[src/rtl/fpalu_pkg.sv]
// Shared FPALU / FP16 format constants and the pipeline payload types
// used by the FP29i-to-FP16 output packer.
package fpalu_pkg;
  localparam int AL_EXPSIZE = 6;
  localparam int AL_MANSIZE = 22;
  localparam int AL_EXPBIAS = 31;

  localparam int FP16_EXP  = 5;
  localparam int FP16_MAN  = 10;
  localparam int FP16_BIAS = 15;

  localparam int         REBIAS       = AL_EXPBIAS - FP16_BIAS;
  localparam logic [4:0] FP16_INF_EXP = 5'h1F;

  // Normalized word: hidden bit dropped, exponent already rebiased to FP16.
  typedef struct packed {
    logic                    sgn;
    logic                    zero;
    logic [AL_MANSIZE-2:0]   frac;
    logic signed [7:0]       exp;
  } norm_t;

  // Packed FP16 result plus the exception events it raises.
  typedef struct packed {
    logic [15:0] fp16;
    logic        ovf;
    logic        unf;
    logic        inx;
  } rnd_t;
endpackage

[src/rtl/count_lead_zero.sv]
// Leading-zero counter; returns W_IN for an all-zero input.
// Purely combinational.
module count_lead_zero #(
  parameter int W_IN  = 32,
  parameter int W_OUT = $clog2(W_IN + 1)
) (
  input  logic [W_IN-1:0]  in_i,
  output logic [W_OUT-1:0] cnt_o
);
  always_comb begin
    cnt_o = W_OUT'(W_IN);
    // Ascending scan: the last hit is the most significant set bit.
    for (int i = 0; i < W_IN; i++) begin
      if (in_i[i]) cnt_o = W_OUT'(W_IN - 1 - i);
    end
  end
endmodule

[src/rtl/fp29i_to_fp16.sv]
// FP29i -> IEEE FP16 packer: normalize (stage A), round-nearest-even (stage B), output register.
// Latency 2 edges after acceptance; valid/ready backpressure, sticky ovf/unf/inx flags.
module fp29i_to_fp16
  import fpalu_pkg::*;
(
  input  logic                  clk,
  input  logic                  rst_n,
  input  logic                  in_valid,
  output logic                  in_ready,
  input  logic                  in_sgn,
  input  logic [AL_EXPSIZE-1:0] in_exp,
  input  logic [AL_MANSIZE-1:0] in_man,
  output logic                  out_valid,
  input  logic                  out_ready,
  output logic [15:0]           out_fp16,
  input  logic                  flag_clr,
  output logic                  flag_ovf,
  output logic                  flag_unf,
  output logic                  flag_inx
);
  logic [5:0]            lz32, lz;
  logic [AL_MANSIZE-1:0] man_n;
  norm_t                 norm_d, a_q;
  rnd_t                  rnd_d, b_q;
  logic                  va_q, vb_q, ov_q, va_d, vb_d, ov_d;
  logic                  a_load, b_load, o_load;
  logic [15:0]           out_q;
  logic                  ovf_q, unf_q, inx_q;

  count_lead_zero #(.W_IN(32)) u_lzd (
    .in_i  ({10'b0, in_man}),
    .cnt_o (lz32)
  );

  always_comb begin
    lz           = lz32 - 6'd10;
    man_n        = in_man << lz;
    norm_d.sgn   = in_sgn;
    norm_d.zero  = ~man_n[AL_MANSIZE-1];
    norm_d.frac  = man_n[AL_MANSIZE-2:0];
    norm_d.exp   = {2'b00, in_exp} - {2'b00, lz} - 8'(REBIAS);
  end

  logic [9:0]        kept;
  logic              guard, sticky, inc;
  logic [10:0]       sum;
  logic [7:0]        shm1;
  logic [42:0]       shv;
  logic signed [7:0] exp_f;

  always_comb begin
    kept   = a_q.frac[20:11];
    guard  = a_q.frac[10];
    sticky = |a_q.frac[9:0];
    shm1   = 8'd0 - a_q.exp;
    shv    = '0;
    if (a_q.exp < 8'sd1) begin
      // Subnormal: shifting {1,f} right by (1-e) equals shifting {1,f,21'b0} by -e.
      if (shm1 > 8'd21) begin
        kept   = '0;
        guard  = 1'b0;
        sticky = 1'b1;
      end else begin
        shv    = {1'b1, a_q.frac, 21'b0} >> shm1[4:0];
        kept   = shv[42:33];
        guard  = shv[32];
        sticky = |shv[31:0];
      end
    end
    inc   = guard & (sticky | kept[0]);
    sum   = {1'b0, kept} + {10'b0, inc};
    exp_f = (a_q.exp < 8'sd1) ? {7'b0, sum[10]} : a_q.exp + {7'b0, sum[10]};

    rnd_d = '0;
    if (a_q.zero) begin
      rnd_d.fp16 = {a_q.sgn, 15'b0};
    end else if (exp_f >= 8'sd31) begin
      rnd_d.fp16 = {a_q.sgn, FP16_INF_EXP, 10'b0};
      rnd_d.ovf  = 1'b1;
      rnd_d.inx  = 1'b1;
    end else begin
      rnd_d.fp16 = {a_q.sgn, exp_f[4:0], sum[9:0]};
      rnd_d.inx  = guard | sticky;
      rnd_d.unf  = (exp_f == 8'sd0) & (guard | sticky);
    end
  end

  always_comb begin
    in_ready = ~va_q | ~vb_q | out_ready;
    o_load   = vb_q & (~ov_q | out_ready);
    b_load   = va_q & (~vb_q | o_load);
    a_load   = in_valid & in_ready;
    va_d     = a_load | (va_q & ~b_load);
    vb_d     = b_load | (vb_q & ~o_load);
    ov_d     = o_load | (ov_q & ~out_ready);
  end

  always_ff @(posedge clk or negedge rst_n) begin
    if (!rst_n) begin
      va_q  <= 1'b0;
      vb_q  <= 1'b0;
      ov_q  <= 1'b0;
      a_q   <= '0;
      b_q   <= '0;
      out_q <= '0;
      ovf_q <= 1'b0;
      unf_q <= 1'b0;
      inx_q <= 1'b0;
    end else begin
      va_q <= va_d;
      vb_q <= vb_d;
      ov_q <= ov_d;
      if (a_load) a_q <= norm_d;
      if (b_load) b_q <= rnd_d;
      if (o_load) out_q <= b_q.fp16;
      // A set event in the clearing cycle still lands.
      ovf_q <= (ovf_q & ~flag_clr) | (o_load & b_q.ovf);
      unf_q <= (unf_q & ~flag_clr) | (o_load & b_q.unf);
      inx_q <= (inx_q & ~flag_clr) | (o_load & b_q.inx);
    end
  end

  assign out_valid = ov_q;
  assign out_fp16  = out_q;
  assign flag_ovf  = ovf_q;
  assign flag_unf  = unf_q;
  assign flag_inx  = inx_q;
endmodule

[config.mk]
export PLATFORM = sky130hd
export DESIGN_NAME = fp29i_to_fp16
export DESIGN_NICKNAME = d
export VERILOG_FILES = /design/src/rtl/fpalu_pkg.sv /design/src/rtl/count_lead_zero.sv /design/src/rtl/fp29i_to_fp16.sv
export SDC_FILE = /design/constraint.sdc
export NUM_CORES = 1
export LEC_CHECK = 0
export ABC_AREA = 1
export CAP_MARGIN = 40
export CORE_AREA = 2 2 116 118
export DETAILED_ROUTE_END_ITERATION = 7
export DIE_AREA = 0 0 118 120
export PLACE_DENSITY = 0.7
export SKIP_CTS_REPAIR_TIMING = 1
export SYNTH_ARGS = -nofsm -noshare
export SYNTH_HDL_FRONTEND = slang
export SYNTH_HIERARCHICAL = 1
export SYNTH_SLANG_ARGS = --single-unit
[constraint.sdc]
create_clock -name clk -period 5.05 [get_ports clk]
set_input_delay 1.01 -clock clk [delete_from_list [all_inputs] [get_ports clk]]
set_output_delay 1.01 -clock clk [all_outputs]
set_load 0.03 [all_outputs]
# --- Yosys cells after proc, flatten, opt, wreduce, memory -nomap -nowiden ---
# Index checks and enable logic that the tools add are counted.
word_totals:
  ff_bits: 72
  latch_bits: 0
  mem_bits_rw: 0
  romBits: 0
  input_bits: 34
  output_inout_bits: 21
  memories: 0
classes:
  addsub: 6
  n_mul: 0
  n_div: 0
  n_lt_le_gt_ge: 3
  eq_ne: 0
  shift: 2
  mux: 35
  bitwise: 34
  n_reduce_logical: 3
op_table:
  columns: ["cell", "count"]
  rows:
  - ["2-to-1 mux 6 bit", 22]
  - [">> shifter 43 x 5 -> 43 bit", 1]
  - ["OR reduction 32 bit", 1]
  - ["2-to-1 mux 15 bit", 2]
  - ["<< shifter 22 x 6 -> 22 bit", 1]
  - ["2-to-1 mux 10 bit", 2]
  - ["AND 1 bit", 14]
  - ["bitwise OR 1 bit", 12]
  - ["adder 10 x 1 -> 11 bit", 1]
  - ["OR reduction 10 bit", 1]
  - ["adder 8 x 1 -> 8 bit", 1]
  - ["greater-or-equal comparator 8 x 6 -> 1 bit, second input constant", 1]
  - ["> comparator 8 x 5 -> 1 bit, second input constant", 1]
  - ["zero test 8 bit", 1]
  - ["< comparator 8 x 2 -> 1 bit, second input constant", 1]
  - ["2-to-1 mux 8 bit", 1]
  - ["inverter 1 bit", 8]
  - ["subtractor 1 x 8 -> 8 bit, first input constant", 1]
  - ["subtractor 7 x 6 -> 8 bit, second input constant", 1]
  - ["2-to-1 mux 1 bit", 7]
  - ["subtractor 6 x 6 -> 7 bit", 1]
  - ["subtractor 6 x 4 -> 6 bit, second input constant", 1]
  - ["2-to-1 mux 3 bit", 1]

# --- Depth between registers and ports, before layout ---
depth:
  ltp_word: 25
  ltp_mapped: 43

# --- By module ---
# Netlist, hierarchy kept.
modules_own_cells:
  columns: ["module", "n_inst", "cells_per_inst", "area_each_um2", "seq_area_each_um2"]
  rows:
  - ["fp29i_to_fp16", 1, 904, 5913.2, 1801.7]
  - ["count_lead_zero", 1, 110, 449.2, 0.0]

# --- Worst setup path before layout ---
# No wires, ideal clock.
synth_timing:
  kind: "input-to-reg"
  startpoint: "input port in_man[0]"
  endpoint: "register a_q[6] in the netlist's numbering"
  t_arrival_ps: 4854
  t_required_ps: 4914
  slack_ps: 61
  stages: 29
  path_buffers: 2
  cell_sequence: "nor2_1 -> inv_1 -> a311oi_1 -> o31ai_1 -> nand2_1 -> nand2_1 -> nand2_1 -> nand2_1 -> nand2_1 -> nand2_1 -> nand2_1 -> nand2_1 -> a21oi_1 -> a211oi_1 -> inv_1 -> clkbuf_1 -> ha_1 -> xnor2_1 -> inv_1 -> clkbuf_1 -> ha_1 -> inv_1 -> or2_2 -> nand2_1 -> a21oi_1 -> xor2_1 -> ha_1 -> xnor2_1 -> o21ai_0"
synth_between:
  elab_chain_len: 25
synth_lines:
  columns: ["element", "line_no", "rtl"]
  rows:
  - ["start: declaration", "fp29i_to_fp16.sv:12", "input logic [AL_MANSIZE-1:0] in_man,"]
  - ["2-to-1 mux 6 bit (22 in series)", "count_lead_zero.sv:14", "if (in_i[i]) cnt_o = W_OUT'(W_IN - 1 - i);"]
  - ["named net lz32[1]", "fp29i_to_fp16.sv:21", "logic [5:0] lz32, lz;"]
  - ["subtractor 6 x 4 -> 6 bit", "fp29i_to_fp16.sv:36", "lz = lz32 - 6'd10;"]
  - ["subtractor 6 x 6 -> 7 bit", "fp29i_to_fp16.sv:41", "norm_d.exp = {2'b00, in_exp} - {2'b00, lz} - 8'(REBIAS);"]
  - ["subtractor 7 x 6 -> 8 bit", "fp29i_to_fp16.sv:41", null]
  - ["end signal: assignment", "fp29i_to_fp16.sv:113", "if (a_load) a_q <= norm_d;"]
  - ["end: declaration", "fp29i_to_fp16.sv:23", "norm_t norm_d, a_q;"]
# The timed path passes the listed nets, and every way through them passes these cells.
# A chain may end at the register's enable or synchronous reset.

# --- Final worst setup path ---
layout_timing:
  startpoint: "register a_q[0] in the netlist's numbering"
  endpoint: "register b_q[12] in the netlist's numbering"
layout_between:
  elab_chain_len: 13
layout_lines:
  columns: ["element", "line_no", "rtl"]
  rows:
  - ["subtractor 1 x 8 -> 8 bit", "fp29i_to_fp16.sv:55", "shm1 = 8'd0 - a_q.exp;"]
  - [">> shifter 43 x 5 -> 43 bit", "fp29i_to_fp16.sv:64", "shv = {1'b1, a_q.frac, 21'b0} >> shm1[4:0];"]
  - ["OR reduction 32 bit", "fp29i_to_fp16.sv:67", "sticky = |shv[31:0];"]
  - ["2-to-1 mux 1 bit", "fp29i_to_fp16.sv:59", "if (shm1 > 8'd21) begin"]
  - ["2-to-1 mux 1 bit", "fp29i_to_fp16.sv:57", "if (a_q.exp < 8'sd1) begin"]
  - ["bitwise OR 1 bit", "fp29i_to_fp16.sv:70", "inc = guard & (sticky | kept[0]);"]
  - ["AND 1 bit", "fp29i_to_fp16.sv:70", null]
  - ["adder 10 x 1 -> 11 bit", "fp29i_to_fp16.sv:71", "sum = {1'b0, kept} + {10'b0, inc};"]
  - ["adder 8 x 1 -> 8 bit", "fp29i_to_fp16.sv:72", "exp_f = (a_q.exp < 8'sd1) ? {7'b0, sum[10]} : a_q.exp + {7'b0, sum[10]};"]
  - ["2-to-1 mux 8 bit", "fp29i_to_fp16.sv:72", null]
  - ["greater-or-equal comparator 8 x 6 -> 1 bit", "fp29i_to_fp16.sv:77", "end else if (exp_f >= 8'sd31) begin"]
  - ["2-to-1 mux 15 bit *", "fp29i_to_fp16.sv:77", null]
  - ["2-to-1 mux 15 bit *", "fp29i_to_fp16.sv:75", "if (a_q.zero) begin"]
  - ["end signal: assignment", "fp29i_to_fp16.sv:114", "if (b_load) b_q <= rnd_d;"]
  - ["end: declaration", "fp29i_to_fp16.sv:24", "rnd_t rnd_d, b_q;"]
# Every way passes the cells marked *; elsewhere a longest branch is shown, timed or not.

==> impl_metrics.yaml <==
outcome:
  status: "finished, final reports clean"
drt:
  drc: 0
  drt_pass1_iterations: 5
  routed_wl_um: 14980
  detail-route-antenna-nets: 0
  drt-initial-drc-count: 312
  vias: 6419
  via_per_inst: 5.098
  routedWlPerCell_um: 11.90
critical_path:
  critical_path.endpoint_type: "flop"
  crit_buf_inv: 5
  max_stage_delay_ns: 0.40
  path_class: "flop to flop"
  rr_worst_depth: 28
  critPathLaunch: "a_q[0]"
  crit_cells: 28
  worstReg2RegStart: "a_q[0]"
  crit_path_start_kind: "flop"
  crit_slowest_cell: "dfrtp_1"
  critPathMaxFanout: 26
  cpLargestDelayFamily: "simple AND/OR/NAND/NOR gates"
  worstPathArrival_ns: 4.80
  cp_common_cell: "nand2_1"
  critPathRequiredTime_ns: 5.27
floorplanning:
  die_area_sq_um: 14160
  dieHeight_um: 120
  ios: 55
  core_area_sq_um: 12980
  die_w_um: 118
  row_count: 42
  start_util_pct: 49.02
logic_synthesis:
  avgSynthCellArea_sq_um: 6.275
  ys_warn_count: 6
  synth_top_area_share_pct: 28.32
  async_flop_share_pct: 100.0
  ys_seq_area_share_pct: 28.32
  yosysTopAreaCell: "dfrtp_1"
  synth-edff-count: 0
  ys_types: 53
  ys.flop_type: "dfrtp_1"
  syn_inst: 1014
  synthTopCellsByArea: "dfrtp_1 28%, nand2_1 20%, nand3_1 9.5%"
  synth_seq_cells: 72
  syn_area_sq_um: 6362
hold_path:
  hp-start: "out_fp16[12]"
  holdPathStages: 2
  hp-class: "flop to flop"
finish:
  n_antenna_cell: 0
  syn2layout_area_growth_pct: 17.13
  multi_input_area_sq_um: 4010
  layout_common_cells: "344 x nand2_1, 121 x nand3_1, 106 x inv_1"
  utilization_pct: 57.41
  final_common_cell: "nand2_1"
  seqCellArea_sq_um: 1802
  n_fill_cell: 1330
  drive_gt1_share_pct: 8.218
  fin_nets: 1129
power_and_ir_drop:
  clkPwrFrac_pct: 27.8
  leakagePower_uw: 0.003644
  power.density_nw_per_um2: 310.9
  power.total_uw: 2317
  p_int_uw: 1349
  irDropWorstVdd_uv: 181.6
  p_seq_share_pct: 27.8
  pwr-share-comb_pct: 44.4
  power_switching_uw: 968.1
  switching_share_pct: 41.79
sta:
  fin_tns_setup_ns: 0
  worst_pin_slew_ns: 0.8176
  setup_viol: 0
  period_minus_slack_ns: 4.582
  final-max-slew-violation-count: 0
  period_share_pct: 90.73
  rsz0062_at_grt: "false"
  report.final.hold_viol_count: 0
  slew-limit-headroom_pct: 45.36
  finClkSkew_ns: 0.007742
  worst_slack_ns: 0.4679
  max_freq_mhz: 218.2
global_routing:
  grt_max_degree: 47
  grt.total_usage_pct: 22.35
  overflow: 0
  first_global_vias: 5914
  antenna_found_initial: 0
  grt_first_pass_wirelength_um: 26500
clock_tree:
  cts_root_buf: "clkbuf_16"
  clk_pin_slew_ns: 0.06
  cts_tree: "yes"
  clockBufferDepth: 2
  numCtsBuffers: 9
  cts.sinks: 72
  h-tree-depth: 3
  clk_latency_ns: 0.34
placed_design:
  numPortBuffers: 54
  pre_cts_slack_ns: 0.1810
  dpl.hpwl_um: 12060
  globalplace.congestion: 0.9602
job:
  cap_violations: 0
==> cells in the mapped netlist, types with 7 or more instances <==
cell	number
a21oi_1	19
nand3_1	121
nand4_1	10
ha_1	16
o21ai_0	98
nor2_1	69
mux2_2	7
o22ai_1	7
buf_2	10
nand2_1	344
nand2_2	10
clkbuf_1	23
dfrtp_1	72
inv_1	106
==> worst reg2reg max path: cells and delay by family, from the launching register on <==
kind                       cells  cell delay, ns
DFF                            1            0.40
buffers and inverters          5            0.64
adders and majority gates      5            1.15
and+or+nand+nor               13            1.43
AOI/OAI and AO/OA              4            0.69
xor gates and xnor gates       1            0.16
==> flip-flops by register name, indices dropped and copies added, names as in the netlist <==
| register | cells |
|---|---|
| vb_q | 1 |
| flag_ovf | 1 |
| a_q | 31 |
| flag_inx | 1 |
| out_fp16 | 16 |
| va_q | 1 |
| b_q | 19 |
| out_valid | 1 |
| flag_unf | 1 |
==> power by group through the flow <==
stage / Combinational [uW] / Clock (uW) / Sequential [uW]
finish: 1030 / 645 / 644
global route: 1180 / 686 / 648
CTS: 1020 / 656 / 644
detailed placement: 1010 / 0 / 653
global placement: 1010 / 0 / 653
floorplan: 804 / 0 / 641
==> layer usage <==
metal / part of all wire [%] / GRT usage (%)
met1: 44 / 27.03
met2: 49 / 39.57
met3: 3.8 / 3.137
met4: 3.2 / 9.940
met5: 0 / 0
==> metrics by stage <==
stage,cells,hold WS (ns),area [sq um]
2_1_floorplan,1036,0.4450,6445
3_3_place_gp,1243,0.4634,7144
3_5_place_dp,1243,0.4673,7144
4_1_cts,1259,0.4835,7450
5_1_grt,1259,0.5007,7452
6_report,1259,0.4790,7452
==> cell type report <==
| cell class | instances | area share, % |
|---|---|---|
| clock buffer | 10 | 3.207 |
| clock inverter | 6 | 0.8899 |
| inverter | 117 | 5.960 |
| multi-input combinational | 806 | 53.81 |
| sequential | 72 | 24.18 |
| tap | 176 | 2.955 |
| timing repair buffer | 72 | 8.999 |
==> path summary, 6_finish.rpt <==
kind                           endpoint  slack [ns]
max                             b_q[12]        0.47
min                        out_fp16[12]        0.48
max reg2reg                     b_q[12]        0.47
min reg2reg                out_fp16[12]        0.48
max in group asynchronous       a_q[17]        3.41
min in group asynchronous      flag_ovf        0.65
==> logic make-up after synthesis <==
group / share of synthesized area [%]
compound gates: 14.73
xor+xnor: 2.085
fa+ha+maj: 3.461
buf+inv: 10.07
flops: 28.32
mux: 1.554
other cells: 0.05894
simple gates: 39.72
(Power assumes the default switching activity.)
